[config.mk]
export PLATFORM = sky130hd
export DESIGN_NAME = fifo_rd_packer
export DESIGN_NICKNAME = d
export VERILOG_FILES = /design/src/rtl/fifo_pkg.sv /design/src/rtl/fifo_rd_packer.sv
export SDC_FILE = /design/constraint.sdc
export NUM_CORES = 1
export LEC_CHECK = 0
export CORE_MARGIN = 5
export CORE_UTILIZATION = 46
export CTS_BUF_LIST = sky130_fd_sc_hd__clkbuf_16
export CTS_CLUSTER_DIAMETER = 150
export DETAILED_ROUTE_END_ITERATION = 6
export PLACE_DENSITY = 0.75
export SKIP_CTS_REPAIR_TIMING = 1
export SLEW_MARGIN = 10
export SYNTH_ARGS = -nofsm -noshare
export SYNTH_HDL_FRONTEND = slang
export SYNTH_SLANG_ARGS = --single-unit
[constraint.sdc]
create_clock -name rd_clk -period 2.2 [get_ports rd_clk]
set_clock_uncertainty 0.15 [all_clocks]
set_input_delay 0.66 -clock rd_clk [delete_from_list [all_inputs] [get_ports rd_clk]]
set_output_delay 0.66 -clock rd_clk [all_outputs]
set_load 0.05 [all_outputs]
[src/rtl/fifo_pkg.sv]
// Shared definitions for the async FIFO and its read-side consumers.
package fifo_pkg;

  localparam int unsigned TCO = 1;

  typedef enum logic {
    ACC_EMPTY = 1'b0,
    ACC_PART  = 1'b1
  } acc_state_t;

  typedef enum logic {
    OUT_EMPTY = 1'b0,
    OUT_FULL  = 1'b1
  } out_state_t;

  // Ceiling log2; clogb2(1) == 0.
  function automatic int unsigned clogb2(input int unsigned value);
    int unsigned v;
    int unsigned r;
    v = (value > 0) ? value - 1 : 0;
    r = 0;
    for (int i = 0; i < 32; i++) begin
      if (v > 0) begin
        r = r + 1;
        v = v >> 1;
      end
    end
    return r;
  endfunction

endpackage

[src/rtl/fifo_rd_packer.sv]
// Read-side packer: pops FWFT FIFO words and packs RATIO of them LSB-first into one output word.
// Optional partial flush after TIMEOUT idle cycles when FLUSH_TIMEOUT_EN is defined.
module fifo_rd_packer
  import fifo_pkg::*;
#(
  parameter int unsigned DATA_WIDTH = 8,
  parameter int unsigned RATIO      = 4,
  parameter int unsigned TIMEOUT    = 16
) (
  input  logic                          rd_clk,
  input  logic                          rst_n,
  input  logic                          fifo_empty,
  input  logic [DATA_WIDTH-1:0]         fifo_dout,
  output logic                          fifo_rd_en,
  output logic                          m_valid,
  input  logic                          m_ready,
  output logic [DATA_WIDTH*RATIO-1:0]   m_data,
  output logic [RATIO-1:0]              m_keep
);

  localparam int unsigned PW = DATA_WIDTH * RATIO;
  localparam int unsigned AW = DATA_WIDTH * (RATIO - 1);
  localparam int unsigned CW = clogb2(RATIO - 1) + 1;

  if (RATIO < 2) begin : g_bad_ratio
    $error("fifo_rd_packer: RATIO must be >= 2");
  end
  if (TIMEOUT < 1) begin : g_bad_timeout
    $error("fifo_rd_packer: TIMEOUT must be >= 1");
  end

  acc_state_t       acc_q, acc_d;
  out_state_t       out_q, out_d;
  logic [CW-1:0]    cnt_q, cnt_d;
  logic [AW-1:0]    lanes_q, lanes_d;
  logic [PW-1:0]    data_d;
  logic [RATIO-1:0] keep_d;
  logic             out_free;
  logic             last;
  logic             pop;
  logic             complete;
  logic             load;
  logic             flush;

  assign m_valid    = (out_q == OUT_FULL);
  assign out_free   = !m_valid || m_ready;
  assign last       = (cnt_q == CW'(RATIO - 1));
  // The final lane may only be popped when the output register can take the packed word.
  assign fifo_rd_en = rst_n && !fifo_empty && (!last || out_free);
  assign pop        = fifo_rd_en;
  assign complete   = pop && last;

`ifdef FLUSH_TIMEOUT_EN
  localparam int unsigned TW = clogb2(TIMEOUT) + 1;

  logic [TW-1:0] timer_q, timer_d;

  // Idle timer: counts non-popping cycles while a partial word is held.
  always_comb begin
    timer_d = timer_q;
    flush   = 1'b0;
    if (pop || acc_q == ACC_EMPTY) begin
      timer_d = '0;
    end else if (timer_q == TW'(TIMEOUT - 1)) begin
      if (out_free) begin
        flush   = 1'b1;
        timer_d = '0;
      end
    end else begin
      timer_d = timer_q + TW'(1);
    end
  end

  always_ff @(posedge rd_clk or negedge rst_n) begin
    if (!rst_n) begin
      timer_q <= '0;
    end else begin
      timer_q <= timer_d;
    end
  end
`else
  assign flush = 1'b0;
`endif

  // Accumulator and output register next-state.
  always_comb begin
    acc_d   = acc_q;
    out_d   = out_q;
    cnt_d   = cnt_q;
    lanes_d = lanes_q;
    data_d  = m_data;
    keep_d  = m_keep;
    load    = 1'b0;

    if (pop && !last) begin
      for (int k = 0; k < int'(RATIO) - 1; k++) begin
        if (cnt_q == CW'(k)) begin
          lanes_d[k*DATA_WIDTH +: DATA_WIDTH] = fifo_dout;
        end
      end
      cnt_d = cnt_q + CW'(1);
    end

    if (complete) begin
      data_d = {fifo_dout, lanes_q};
      keep_d = '1;
      cnt_d  = '0;
      load   = 1'b1;
    end

    // Partial flush: lanes at or above the fill level are zeroed, stale lane data is never exposed.
    if (flush) begin
      data_d = '0;
      keep_d = '0;
      for (int k = 0; k < int'(RATIO) - 1; k++) begin
        if (int'(cnt_q) > k) begin
          data_d[k*DATA_WIDTH +: DATA_WIDTH] = lanes_q[k*DATA_WIDTH +: DATA_WIDTH];
          keep_d[k] = 1'b1;
        end
      end
      cnt_d = '0;
      load  = 1'b1;
    end

    case (acc_q)
      ACC_EMPTY: if (pop)                acc_d = ACC_PART;
      ACC_PART:  if (complete || flush)  acc_d = ACC_EMPTY;
      default:                           acc_d = ACC_EMPTY;
    endcase

    case (out_q)
      OUT_EMPTY: if (load)               out_d = OUT_FULL;
      OUT_FULL:  if (m_ready && !load)   out_d = OUT_EMPTY;
      default:                           out_d = OUT_EMPTY;
    endcase
  end

  always_ff @(posedge rd_clk or negedge rst_n) begin
    if (!rst_n) begin
      acc_q   <= ACC_EMPTY;
      out_q   <= OUT_EMPTY;
      cnt_q   <= '0;
      lanes_q <= '0;
      m_data  <= '0;
      m_keep  <= '0;
    end else begin
      acc_q   <= acc_d;
      out_q   <= out_d;
      cnt_q   <= cnt_d;
      lanes_q <= lanes_d;
      m_data  <= data_d;
      m_keep  <= keep_d;
    end
  end

endmodule

==> run_results.csv, run 1 <==
group,metric,value,unit
critical_path,cp_slowest_cell,"dfrtp_1",
die,dieArea,6780,sq um
placed_design,preCtsSetupSlack,-0.261,ns
critical_path,worstPathRequired,1.39,ns
yosys,yosysSeqAreaShare,63.4,%
final_layout,drive_above_1_share,60.3,%
yosys,synthesis.area,2410,sq um
timing,max_clock_freq,454,MHz
critical_path,worst-path-buf-inv,1,
drt,vias,1405,
timing,setup_viol,1,
global_route,grt_max_degree,55,
drt,drt_wl_total,4.79,mm
global_route,grt_usage,15.9,%
die,die_w,82.4,um
die,core_area,5110,sq um
die,die_h,82.4,um
status,violations,"negative setup slack",
yosys,yosysWarnings,0,
drt,viasPerCell,4.95,
critical_path,arrival,1.39,ns
critical_path,end_kind,"primary output",
final_layout,mostFrequentLayoutCell,"dfrtp_1",
critical_path,crit_chain,"ha_4 > nand2b_4 > o21a_4 > buf_12",
drt,drc_errors,0,
timing,post-route-min-period,2.20,ns
critical_path,max_stage_delay,0.43,ns
final_layout,area_growth,37.9,%
final_layout,fin_cells,284,
placed_design,hpwl,3.32,mm
critical_path,crit_fanout,4,
pwr,power_density,1810,nW/um^2
global_route,grt_pass1_vias,1534,
placed_design,io_buffers,49,
yosys,ys_types,17,
clock_network,cts.path.max_buffers,2,
pwr,vdd_drop_max,0.000720,V
global_route,antenna_found_initial,0,
timing,worst_slew_pin_slew,0.652,ns
timing,tns,-0.000860,ns
pwr,power.leakage,0.00159,uW
min_path,hold_class,"primary input to async pin",
drt,drt_iter0_drc,27,
clock_network,ctsRootBufferMaster,"clkbuf_16",
critical_path,cp_top_family,"flip-flops",
global_route,overflow,0,
final_layout,diodes,0,
drt,firstDrtPassIters,4,
clock_network,cts_buffers,9,
timing,hold_viol,0,
clock_network,cts_max_level,3,
global_route,grt_pass1_wl,7.58,mm
timing,slew_viol_final,0,
final_layout,final_nets,225,
placed_design,finalWeightedCongestion,0.845,
yosys,async_flop_share,100,%
yosys,syn-num-nets,161,
final_layout,fin_util,65.0,%
timing,relSlewSlack,56.5,%
status,status,"complete, but fails checks",
job,drv_cap,0,
critical_path,crit_type,"flip-flop to primary output",
critical_path,critPathLaunchType,"flip-flop",
clock_network,worstSkewPairLatency,0.32,ns
drt,wl_per_cell,16.9,um
clock_network,cts_tree,"yes",
timing,finalCritPeriodShare,100,%
yosys,synth_edf_count,0,
drt,ant_nets,0,
die,rows,26,
die,ioPinCount,50,
yosys,synthCells,145,
die,initial_core_util,47.2,%
clock_network,clk_pin_slew,0.05,ns
placed_design,dpl.cell_count,266,
timing,setup_ws,-0.000860,ns
yosys,syn_avg_cell_area,16.6,sq um
final_layout,most-common-layout-cells,"61 x dfrtp_1, 55 x mux2_2, 45 x buf_4",
clock_network,clock-sinks,61,
yosys,synthFlopType,"dfrtp_1",
yosys,synth-seq-cells,61,
[path summary, 6_finish.rpt]
kind                       depth (start not counted)     endpoint         from  slack [ns]
max                                                4   fifo_rd_en     cnt_q[1]     -0.0009
min                                                2   m_data[30]        rst_n        0.15
max reg2reg                                        5  lanes_q[23]     cnt_q[1]        0.27
min reg2reg                                        1  lanes_q[12]  lanes_q[12]        0.35
max in group asynchronous                          2   m_data[19]        rst_n        1.07
min in group rd_clk                                1  lanes_q[12]  lanes_q[12]        0.35
[stage by stage]
| stage | cell area [sq um] | hold WS [ns] | total power [uW] |
|---|---|---|---|
| 2_1_floorplan | 2410 | 0.214 | 3660 |
| 4_1_cts | 3270 | 0.133 | 6030 |
| 3_5_place_dp | 2930 | 0.340 | 4430 |
| 6_report | 3320 | 0.147 | 6010 |
| 3_3_place_gp | 2930 | 0.331 | 4330 |
| 5_1_grt | 3320 | 0.145 | 6290 |
[synthesized netlist by cell type, drive strengths merged (2+ instances only)]
cell type / number / area [sq um]
buf: 6 / 56.3
dfrtp: 61 / 1530
ha: 4 / 50.1
inv: 2 / 7.51
mux2: 56 / 631
nand2: 4 / 22.5
nand2b: 3 / 18.8
nand3: 2 / 10.0
o21ai: 2 / 10.0
[worst reg2reg max path, stage by stage, from the launching register on]
cell     delay, ns
dfrtp_1       0.43
ha_4          0.21
buf_4         0.14
nor4b_4       0.30
nand2_2       0.23
mux2_1        0.35
[kinds of logic (layout without fill, tap and decap cells)]
kind of cell	count (synthesis)	in the layout	synth area share, %
buffers and inverters	8	77	2.65
adders and majority gates	4	4	2.08
AOI/OAI and AO/OA	4	4	1.04
muxes	56	56	26.2
and+or+nand+nor	12	12	4.67
DFF	61	61	63.4
[final cells by class]
type | instances | area, sq um
fill | 385 | 1790
tap | 70 | 87.6
inverter | 2 | 7.51
sequential | 61 | 1530
clock buffer | 9 | 225
multi-input combinational | 76 | 853
timing repair buffer | 59 | 508
clock inverter | 7 | 113
[state kept, by name, summed over array words and instances (netlist names)]
register  flops
m_data       32
m_valid       1
m_keep        1
lanes_q      24
cnt_q         3
[layer usage]
| layer | up-vias | track usage (%) | wire length [um] |
|---|---|---|---|
| met2 | 30 | 27.2 | 2660 |
| met1 | 717 | 17.2 | 1810 |
| met5 | - | 0 | 0 |
| met3 | 11 | 5.31 | 229 |
| li1 | 647 | - | - |
| met4 | 0 | 8.80 | 92 |
[where the power goes]
group | switching, uW | total (uW) | internal, uW | leakage (uW)
sequential | 299 | 1950 | 1650 | 0.000755
combinational | 1570 | 2480 | 911 | 0.000673
clock | 475 | 1570 | 1100 | 0.000167
total | 2340 | 6010 | 3670 | 0.00159
(Power assumes the default switching activity.)
==> run 2: changes to the inputs <==
- CAP_MARGIN: not set -> 20
- HOLD_SLACK_MARGIN: not set -> 0.1
==> results of run 2 <==
Same layout as run 1: the final DEF is identical, and so are final timing and power.
==> variant (config.mk and constraints of run 1) <==
Change the parameter `RATIO` from 4 to 2.
--- a/src/rtl/fifo_rd_packer.sv
+++ b/src/rtl/fifo_rd_packer.sv
@@ -6,3 +6,3 @@
   parameter int unsigned DATA_WIDTH = 8,
-  parameter int unsigned RATIO      = 4,
+  parameter int unsigned RATIO      = 2,
   parameter int unsigned TIMEOUT    = 16
Interface: changed (resized m_data and m_keep); port bits go from 50 to 32. The function was not compared with the original's and may differ.
==> variant against run 1 <==
- final area is 54% lower
- combinational power is 59% lower
- synthesized area is 55% lower
- sequential cell count is 34 lower
- wire length is 59% lower
- sequential power is 59% lower
- first-iteration DRC count is 67% lower
- power is 63% lower
- die area is 50% lower
- clock power is 74% lower
- cell count is 53% lower
- worst setup slack better by 0.098 ns
- largest power group unchanged
==> variant: results (changes against run 1) <==
Route
  • Per-cell via count in the routed design: 4.96 (was 4.95)
  • Number of design-rule violations left by the first detailed-router iteration: 9 (was 27)

Final layout
  • Fillcell total: 173 (was 385)
  • Layout cells sized above 1: 0.585 (was 0.603)
  • Number of nets in the layout: 119 (was 225)
  • Biggest regs: m_data x16, lanes_q x8 (was m_data x32, lanes_q x24, cnt_q x3)

Run status
  • Status: finished clean (was complete, but fails checks)

CTS
  • Skew-Pair Late Insertion Delay: 0.26 ns (was 0.32 ns)
  • Number of clock buffers inserted by TritonCTS: 3 (was 9)
  • H-tree depth reported by CTS: 1 (was 3)

Synth
  • Top cells by instance count after synthesis: dfrtp_1, mux2_2, mux2_4 (was dfrtp_1, mux2_2, ha_1)
  • Leading post-synthesis cells by cell area: dfrtp_1, mux2_2, mux2_4, buf_6, nand2b_4 (was dfrtp_1, mux2_2, ha_1, buf_6, nand4b_4)
  • Post-synthesis sequential area ratio: 0.626 (was 0.634)
  • Net Count, Synth: 78 (was 161)
  • Count of different cell masters after synthesis: 15 (was 17)

Pwr
  • Static leakage: 0.729 nW (was 1.59 nW)
  • Highest ir drop seen on vdd: 0.996 mV (was 0.720 mV)

Worst setup path
  • Largest incremental delay on the critical path: 0.18 ns (was 0.43 ns)
  • Arrival time of data at the critical path endpoint: 1.29 ns (was 1.39 ns)
  • Reg2reg path depth: 4 (was 5)
  • Worst path slowest cell: a31oi_4 (was dfrtp_1)
  • Top fanout value on the critical path: 2 (was 4)
  • Critical R2R Launch: m_valid (was cnt_q[1])
  • R2R setup slack: 0.65 ns (was 0.27 ns)
  • Worst reg2reg endpoint: m_data[0] (was lanes_q[23])

Placed design
  • Port buffer count: 31 (was 49)
  • Detail Placement HPWL: 1.40 mm (was 3.32 mm)

GRT
  • Global-route wire length before repair: 3.31 mm (was 7.58 mm)
  • Overall Global Routing Usage: 0.125 (was 0.159)
  • Vias in the first global route: 730 (was 1534)
  • Largest net degree at the start of global routing: 23 (was 55)
[variant: where the power goes]
| group | total, mW | internal [mW] | switching, mW |
|---|---|---|---|
| clock | 0.410 | 0.247 | 0.163 |
| sequential | 0.801 | 0.690 | 0.111 |
| combinational | 1.01 | 0.395 | 0.614 |
| total | 2.22 | 1.33 | 0.888 |
[variant: final cells by class]
| class | count | area [µm²] | area share |
|---|---|---|---|
| Clock buffer | 3 | 75.1 | 0.0487 |
| Clock inverter | 1 | 7.51 | 0.00487 |
| Inverter | 1 | 3.75 | 0.00244 |
| Multi-Input combinational cell | 35 | 392 | 0.254 |
| Sequential cell | 27 | 676 | 0.438 |
| Tap cell | 28 | 35.0 | 0.0227 |
| Timing Repair Buffer | 39 | 353 | 0.229 |
[variant: cell families (layout without fill, tap and decap cells)]
family | after synthesis | after routing | synth area share
compound gates | 1 | 1 | 0.00580
flops | 27 | 27 | 0.626
mux | 24 | 24 | 0.278
buf+inv | 4 | 44 | 0.0313
simple gates | 10 | 10 | 0.0580
[variant: layer usage]
metal | GRT usage | vias to the layer above | wire [µm]
met5 | 0 | - | 0
met4 | 0.0397 | 0 | 0
met2 | 0.188 | 25 | 850
met3 | 0.0417 | 0 | 191
met1 | 0.169 | 335 | 917
li1 | - | 305 | -
[variant: how the worst max path moves through the flow]
stage / from / to / slack (ns) / cells after the start
floorplan: fifo_empty / fifo_rd_en / 0.03 / 2
global placement: rst_n / fifo_rd_en / -0.25 / 4
detailed placement: rst_n / fifo_rd_en / -0.30 / 4
CTS: rst_n / fifo_rd_en / -0.31 / 4
global route: fifo_empty / fifo_rd_en / 0.06 / 4
finish: fifo_empty / fifo_rd_en / 0.1 / 4
[variant: per-stage QoR]
step | setup slack (ns) | hold WS, ns | utilization | cells
5_1_grt | 0.0601 | 0.318 | 0.690 | 134
4_1_cts | -0.309 | 0.358 | 0.680 | 134
3_5_place_dp | -0.298 | 0.340 | 0.643 | 130
3_3_place_gp | -0.252 | 0.330 | 0.643 | 130
6_report | 0.0973 | 0.307 | 0.690 | 134
2_1_floorplan | 0.0301 | 0.214 | - | 66
